$ cat src/rtl/cnt_sample_fifo.sv
// Decimating sampler for the up/down counter: captures {sample, delta-to-previous}
// into a show-ahead FIFO drained over valid/ready, with drop counting and invalid-value flag.
module cnt_sample_fifo #(
    parameter int DEPTH   = 8,
    parameter int DECIM   = 4,
    parameter int RST_VAL = 17
) (
    input  logic                       clk,
    input  logic                       rst,
    input  logic signed [9:0]          cnt_in,
    input  logic                       capture_en,
    output logic                       out_valid,
    input  logic                       out_ready,
    output logic signed [9:0]          out_data,
    output logic signed [10:0]         out_delta,
    output logic [$clog2(DEPTH):0]     level,
    output logic [7:0]                 drop_cnt,
    output logic                       inv_err
);

    localparam int AW = $clog2(DEPTH);
    localparam int DW = (DECIM > 1) ? $clog2(DECIM) : 1;
    localparam logic [DW-1:0]       DCNT_LAST = DW'(DECIM - 1);
    localparam logic [AW:0]         FULL_LVL  = (AW + 1)'(DEPTH);
    localparam logic signed [9:0]   PREV_INIT = 10'(RST_VAL);

    logic signed [9:0]  mem_data  [DEPTH];
    logic signed [10:0] mem_delta [DEPTH];
    logic [AW-1:0]      wptr, rptr;
    logic [DW-1:0]      dcnt;
    logic signed [9:0]  prev;

    logic               capture, full, pop, push, drop, invalid;
    logic signed [10:0] delta;

    always_comb begin
        capture   = capture_en && (dcnt == DCNT_LAST);
        full      = (level == FULL_LVL);
        out_valid = (level != '0);
        pop       = out_valid && out_ready;
        // A pop in the same cycle frees the slot, so a full FIFO still accepts.
        push      = capture && (!full || pop);
        drop      = capture && full && !pop;
        delta     = {cnt_in[9], cnt_in} - {prev[9], prev};
        invalid   = (cnt_in == -10'sd47) || (cnt_in < -10'sd263) || (cnt_in > 10'sd269);
        out_data  = out_valid ? mem_data[rptr]  : '0;
        out_delta = out_valid ? mem_delta[rptr] : '0;
    end

    always_ff @(posedge clk) begin
        if (rst) begin
            wptr     <= '0;
            rptr     <= '0;
            level    <= '0;
            dcnt     <= '0;
            prev     <= PREV_INIT;
            drop_cnt <= '0;
            inv_err  <= 1'b0;
        end else begin
            if (capture_en)
                dcnt <= capture ? '0 : dcnt + 1'b1;
            if (push) begin
                wptr <= wptr + 1'b1;
                prev <= cnt_in;
            end
            if (pop)
                rptr <= rptr + 1'b1;
            case ({push, pop})
                2'b10:   level <= level + 1'b1;
                2'b01:   level <= level - 1'b1;
                default: level <= level;
            endcase
            if (drop && drop_cnt != 8'hFF)
                drop_cnt <= drop_cnt + 1'b1;
            if (capture && invalid)
                inv_err <= 1'b1;
        end
    end

    always_ff @(posedge clk) begin
        if (push) begin
            mem_data[wptr]  <= cnt_in;
            mem_delta[wptr] <= delta;
        end
    end

endmodule
$ cat config.mk
export PLATFORM = sky130hd
export DESIGN_NAME = cnt_sample_fifo
export DESIGN_NICKNAME = d
export VERILOG_FILES = /design/src/rtl/cnt_sample_fifo.sv
export SDC_FILE = /design/constraint.sdc
export NUM_CORES = 1
export LEC_CHECK = 0
export ABC_CLOCK_PERIOD_IN_PS = 10800
export CAP_MARGIN = 10
export CORE_ASPECT_RATIO = 0.7
export CORE_MARGIN = 2
export CORE_UTILIZATION = 60
export DETAILED_ROUTE_END_ITERATION = 12
export PLACE_DENSITY = 0.8
export SETUP_SLACK_MARGIN = 0.5
export SLEW_MARGIN = 0
export SYNTH_ARGS = -nofsm -noshare
export SYNTH_HDL_FRONTEND = slang
export SYNTH_SLANG_ARGS = --single-unit
$ cat constraint.sdc
create_clock -name clk -period 10.8 [get_ports clk]
set_clock_uncertainty 0.15 [all_clocks]
set_input_delay 2.16 -clock clk [delete_from_list [all_inputs] [get_ports clk]]
set_output_delay 2.16 -clock clk [all_outputs]
set_load 0.02 [all_outputs]
==> run_results.csv <==
group,metric,value,unit
sta,whs,0.306,ns
critical_path,critPathCaptureType,"output port",
floorplanning,num_io_pins,49,
layout,final_nets,622,
synthesis,synth_compound_gate_area_share,0.0493,
synthesis,synth-async-reset-ratio,0,
synthesis,post_synth_num_cell_types,64,
cts,clk_sinks,202,
drt,antenna_viol_nets_final,0,
synthesis,synth-xor-area-share,0.00922,
cts,cts_hold_buf,0,
synthesis,synth.yosys.seq_area_share,0.670,
drt,detail_route.vias_per_cell,6.25,
sta,fmax,0.192,GHz
drt,via_count,4963,
cts,tritoncts_clock_tree,"done",
job,number_of_max_cap_violations,0,
global_route,grt.met2_usage,0.379,
drt,drcViolationCount,0,
global_route,grt_use_met1,0.317,
critical_path,crit_path_required_time,8.49,ns
global_route,grt_pass1_vias,5146,
sta,hold_viol_final,0,
critical_path,timing.critical_path.max_delay_family,"simple AND/OR/NAND/NOR gates",
layout,fillerInstances,859,
cts,post_cts.repair.setup_buffers,0,
layout,post_layout_nonfiller_instances,794,
sta,final.period_utilization,0.483,
placement,finalWeightedCongestion,0.808,
worst_hold_path,worstHoldPathType,"flip-flop to flip-flop",
drt,initialDrtViolationCount,468,
status,status,"finished clean",
synthesis,ys.flop_type,"sky130_fd_sc_hd__edfxtp_1",
power,leakage,3.14,nW
cts,clock_latency,0.48,ns
floorplanning,dieArea,15200,um2
sta,setup_repair_after_global_routing_missed_its_margin,"false",
power,cellPowerDensity,195,nW/um2
placement,dp.final_hpwl,10.5,mm
global_route,total_global_routing_overflow,0,
synthesis,combinational_family_with_the_most_area_after_synthesis,"multiplexers",
cts,cts.clk_slew.worst_paths,0.07,ns
global_route,wire_length_of_the_first_global_routing_pass,27.1,mm
critical_path,worst_setup_path_start_kind,"flip-flop",
critical_path,critPathKind,"flip-flop to output port",
synthesis,synthMuxAreaShare,0.148,
synthesis,synthAdderAreaFrac,0.0243,
drt,route.final.wire_length,17.1,mm
placement,placed_cells_incl_taps,760,
sta,tightestPinTransition,1.20,ns
critical_path,critical-path-max-stage-delay,0.55,ns
synthesis,yosys_register_bits,202,
sta,slew_viol_final,0,
floorplanning,core,13900,um2
synthesis,ys.warnings.count,0,
sta,finalWorstPathRequiredPeriod,5.22,ns
cts,h-tree-depth,1,
cts,clockRootBuffer,"sky130_fd_sc_hd__clkbuf_16",
layout,n_antenna_cell,0,
global_route,grt_max_degree,43,
floorplanning,initial_core_util,0.614,
synthesis,netlist_area,8550,um2
global_route,grt_util_all_layers,0.229,
floorplanning,num_rows,36,
global_route,antenna_found_initial,0,
sta,worst_max_slew_margin_expressed_relative_to_the_limit,0.198,
layout,drive_above_1_share,0.177,
sta,setup-tns-final,0,ns
critical_path,crit_fanout,12,
cts,cts_made_buffers,19,
floorplanning,dieHeight,104,um
layout,area_delta_synth_final,15.6,%
sta,setup_viol,0,
cts,cts.path.max_buffers,3,
critical_path,crit_chain,"or3_4 -> nor2_2 -> buf_4 -> nor2_1 -> clkdlybuf4s50_1",
power,peakVddDrop,0.123,mV
synthesis,synthesized_area_fraction_occupied_by_and_or_nand_nor_cells,0.0776,
synthesis,synth_nets,564,
cts,post_cts_resize_count,0,
synthesis,synth_enable_flop_cells,168,
global_route,grtUsageMet3,0.0456,
synthesis,postSynthCellCount,534,
synthesis,syn-mean-instance-area,16.0,um2
critical_path,crit_buf_inv,2,
placement,io_buffer_count,48,
critical_path,cpMaxStageDelayCell,"sky130_fd_sc_hd__clkdlybuf4s50_1",
critical_path,critical_path_arrival,2.91,ns
drt,route.detailed.wl_per_inst,21.5,um
drt,firstDrtPassIters,7,
floorplanning,dieWidth,147,um
global_route,globalRoute.busiestLayer,"met2",
==> cells by family (layout without fill, tap and decap cells) <==
logic type | count (synthesis) | count (layout)
and+or+nand+nor | 132 | 132
muxes | 73 | 73
xor gates and xnor gates | 9 | 9
DFF | 202 | 202
AOI/OAI and AO/OA | 60 | 60
buffers and inverters | 42 | 112
adders and majority gates | 16 | 16
==> synthesized netlist by cell type, drive strengths merged, types with 4 or more instances <==
cell,count,share of area
nor2b,5,0.0037
buf,11,0.0082
nand2,35,0.015
nor2,45,0.020
edfxtp,168,0.59
nor3,9,0.0066
dfxtp,34,0.080
mux4,42,0.11
nor4,4,0.0029
o211ai,5,0.0044
mux2i,26,0.030
ha,15,0.022
mux2,5,0.0066
or3,4,0.0035
inv,16,0.0070
o21ai,6,0.0048
a21o,4,0.0035
clkbuf,15,0.0067
nand3,7,0.0056
a21oi,24,0.015
xnor2,6,0.0061
==> final cells by class <==
type / count / area, um2 / share of cell area
inverter: 16 / 60.1 / 0.00608
clock buffer: 24 / 504 / 0.0511
sequential: 202 / 5730 / 0.580
tap: 190 / 238 / 0.0241
clock inverter: 9 / 71.3 / 0.00722
multi-input combinational: 290 / 2680 / 0.271
timing repair buffer: 63 / 601 / 0.0608
==> tightest hold or removal path, stage by stage (launching register included) <==
cell                      delay (ns)
sky130_fd_sc_hd__dfxtp_1        0.31
sky130_fd_sc_hd__nand2_1        0.05
sky130_fd_sc_hd__a21oi_1        0.05
==> final timing paths <==
kind         startpoint              to  slack [ns]  cells after the start
max            level[0]    out_delta[5]        5.58                      5
min             prev[5]         prev[5]        0.31                      2
max reg2reg    level[0]  mem_data[4][4]        7.57                      5
min reg2reg     prev[5]         prev[5]        0.31                      2
==> stage by stage <==
| step | worst slack [ns] | total power (W) | utilization | instance area, um2 |
|---|---|---|---|---|
| after floorplan | 5.41 | 0.00118 | - | 8550 |
| after global routing | 5.39 | 0.00200 | 0.710 | 9880 |
| after detailed placement | 5.34 | 0.00132 | 0.667 | 9290 |
| final | 5.58 | 0.00193 | 0.710 | 9880 |
| after CTS | 5.54 | 0.00194 | 0.709 | 9860 |
| after global placement | 5.43 | 0.00131 | 0.667 | 9290 |
==> where the power goes <==
part	internal, W	switching (W)	total (W)
registers	0.000860	0.0000170	0.000877
logic	0.000202	0.000225	0.000427
clock network	0.000355	0.000270	0.000625
==> registers in the layout, summed over array words and instances, names as in the netlist, named ones only <==
signal / count
dcnt: 2
prev: 10
inv_err: 1
mem_delta: 88
level: 4
rptr: 3
drop_cnt: 8
mem_data: 80
wptr: 3
==> cells in the final DEF (no fill, tap or decap), types with 5 or more instances in the layout <==
master                            synthesis  final
sky130_fd_sc_hd__edfxtp_1               168    168
sky130_fd_sc_hd__clkdlybuf4s50_1          0     48
sky130_fd_sc_hd__nor2_1                  44     43
sky130_fd_sc_hd__mux4_2                  42     42
sky130_fd_sc_hd__nand2_1                 35     35
sky130_fd_sc_hd__dfxtp_1                 34     32
sky130_fd_sc_hd__mux2i_1                 26     26
sky130_fd_sc_hd__a21oi_1                 22     22
sky130_fd_sc_hd__clkbuf_16                0     19
sky130_fd_sc_hd__inv_1                   15     15
sky130_fd_sc_hd__ha_1                    15     15
sky130_fd_sc_hd__buf_4                    7     14
sky130_fd_sc_hd__nand3_1                  6      6
sky130_fd_sc_hd__xnor2_1                  6      6
sky130_fd_sc_hd__nor3_1                   8      6
sky130_fd_sc_hd__o211ai_1                 5      5
sky130_fd_sc_hd__nor2b_1                  5      5
==> routing by layer <==
metal | vias to the layer above | wire length [um]
met4 | 0 | 450
met2 | 222 | 8220
li1 | 2189 | -
met1 | 2511 | 7110
met5 | - | 0
met3 | 41 | 1300
Power figures use the tool's default switching activity.
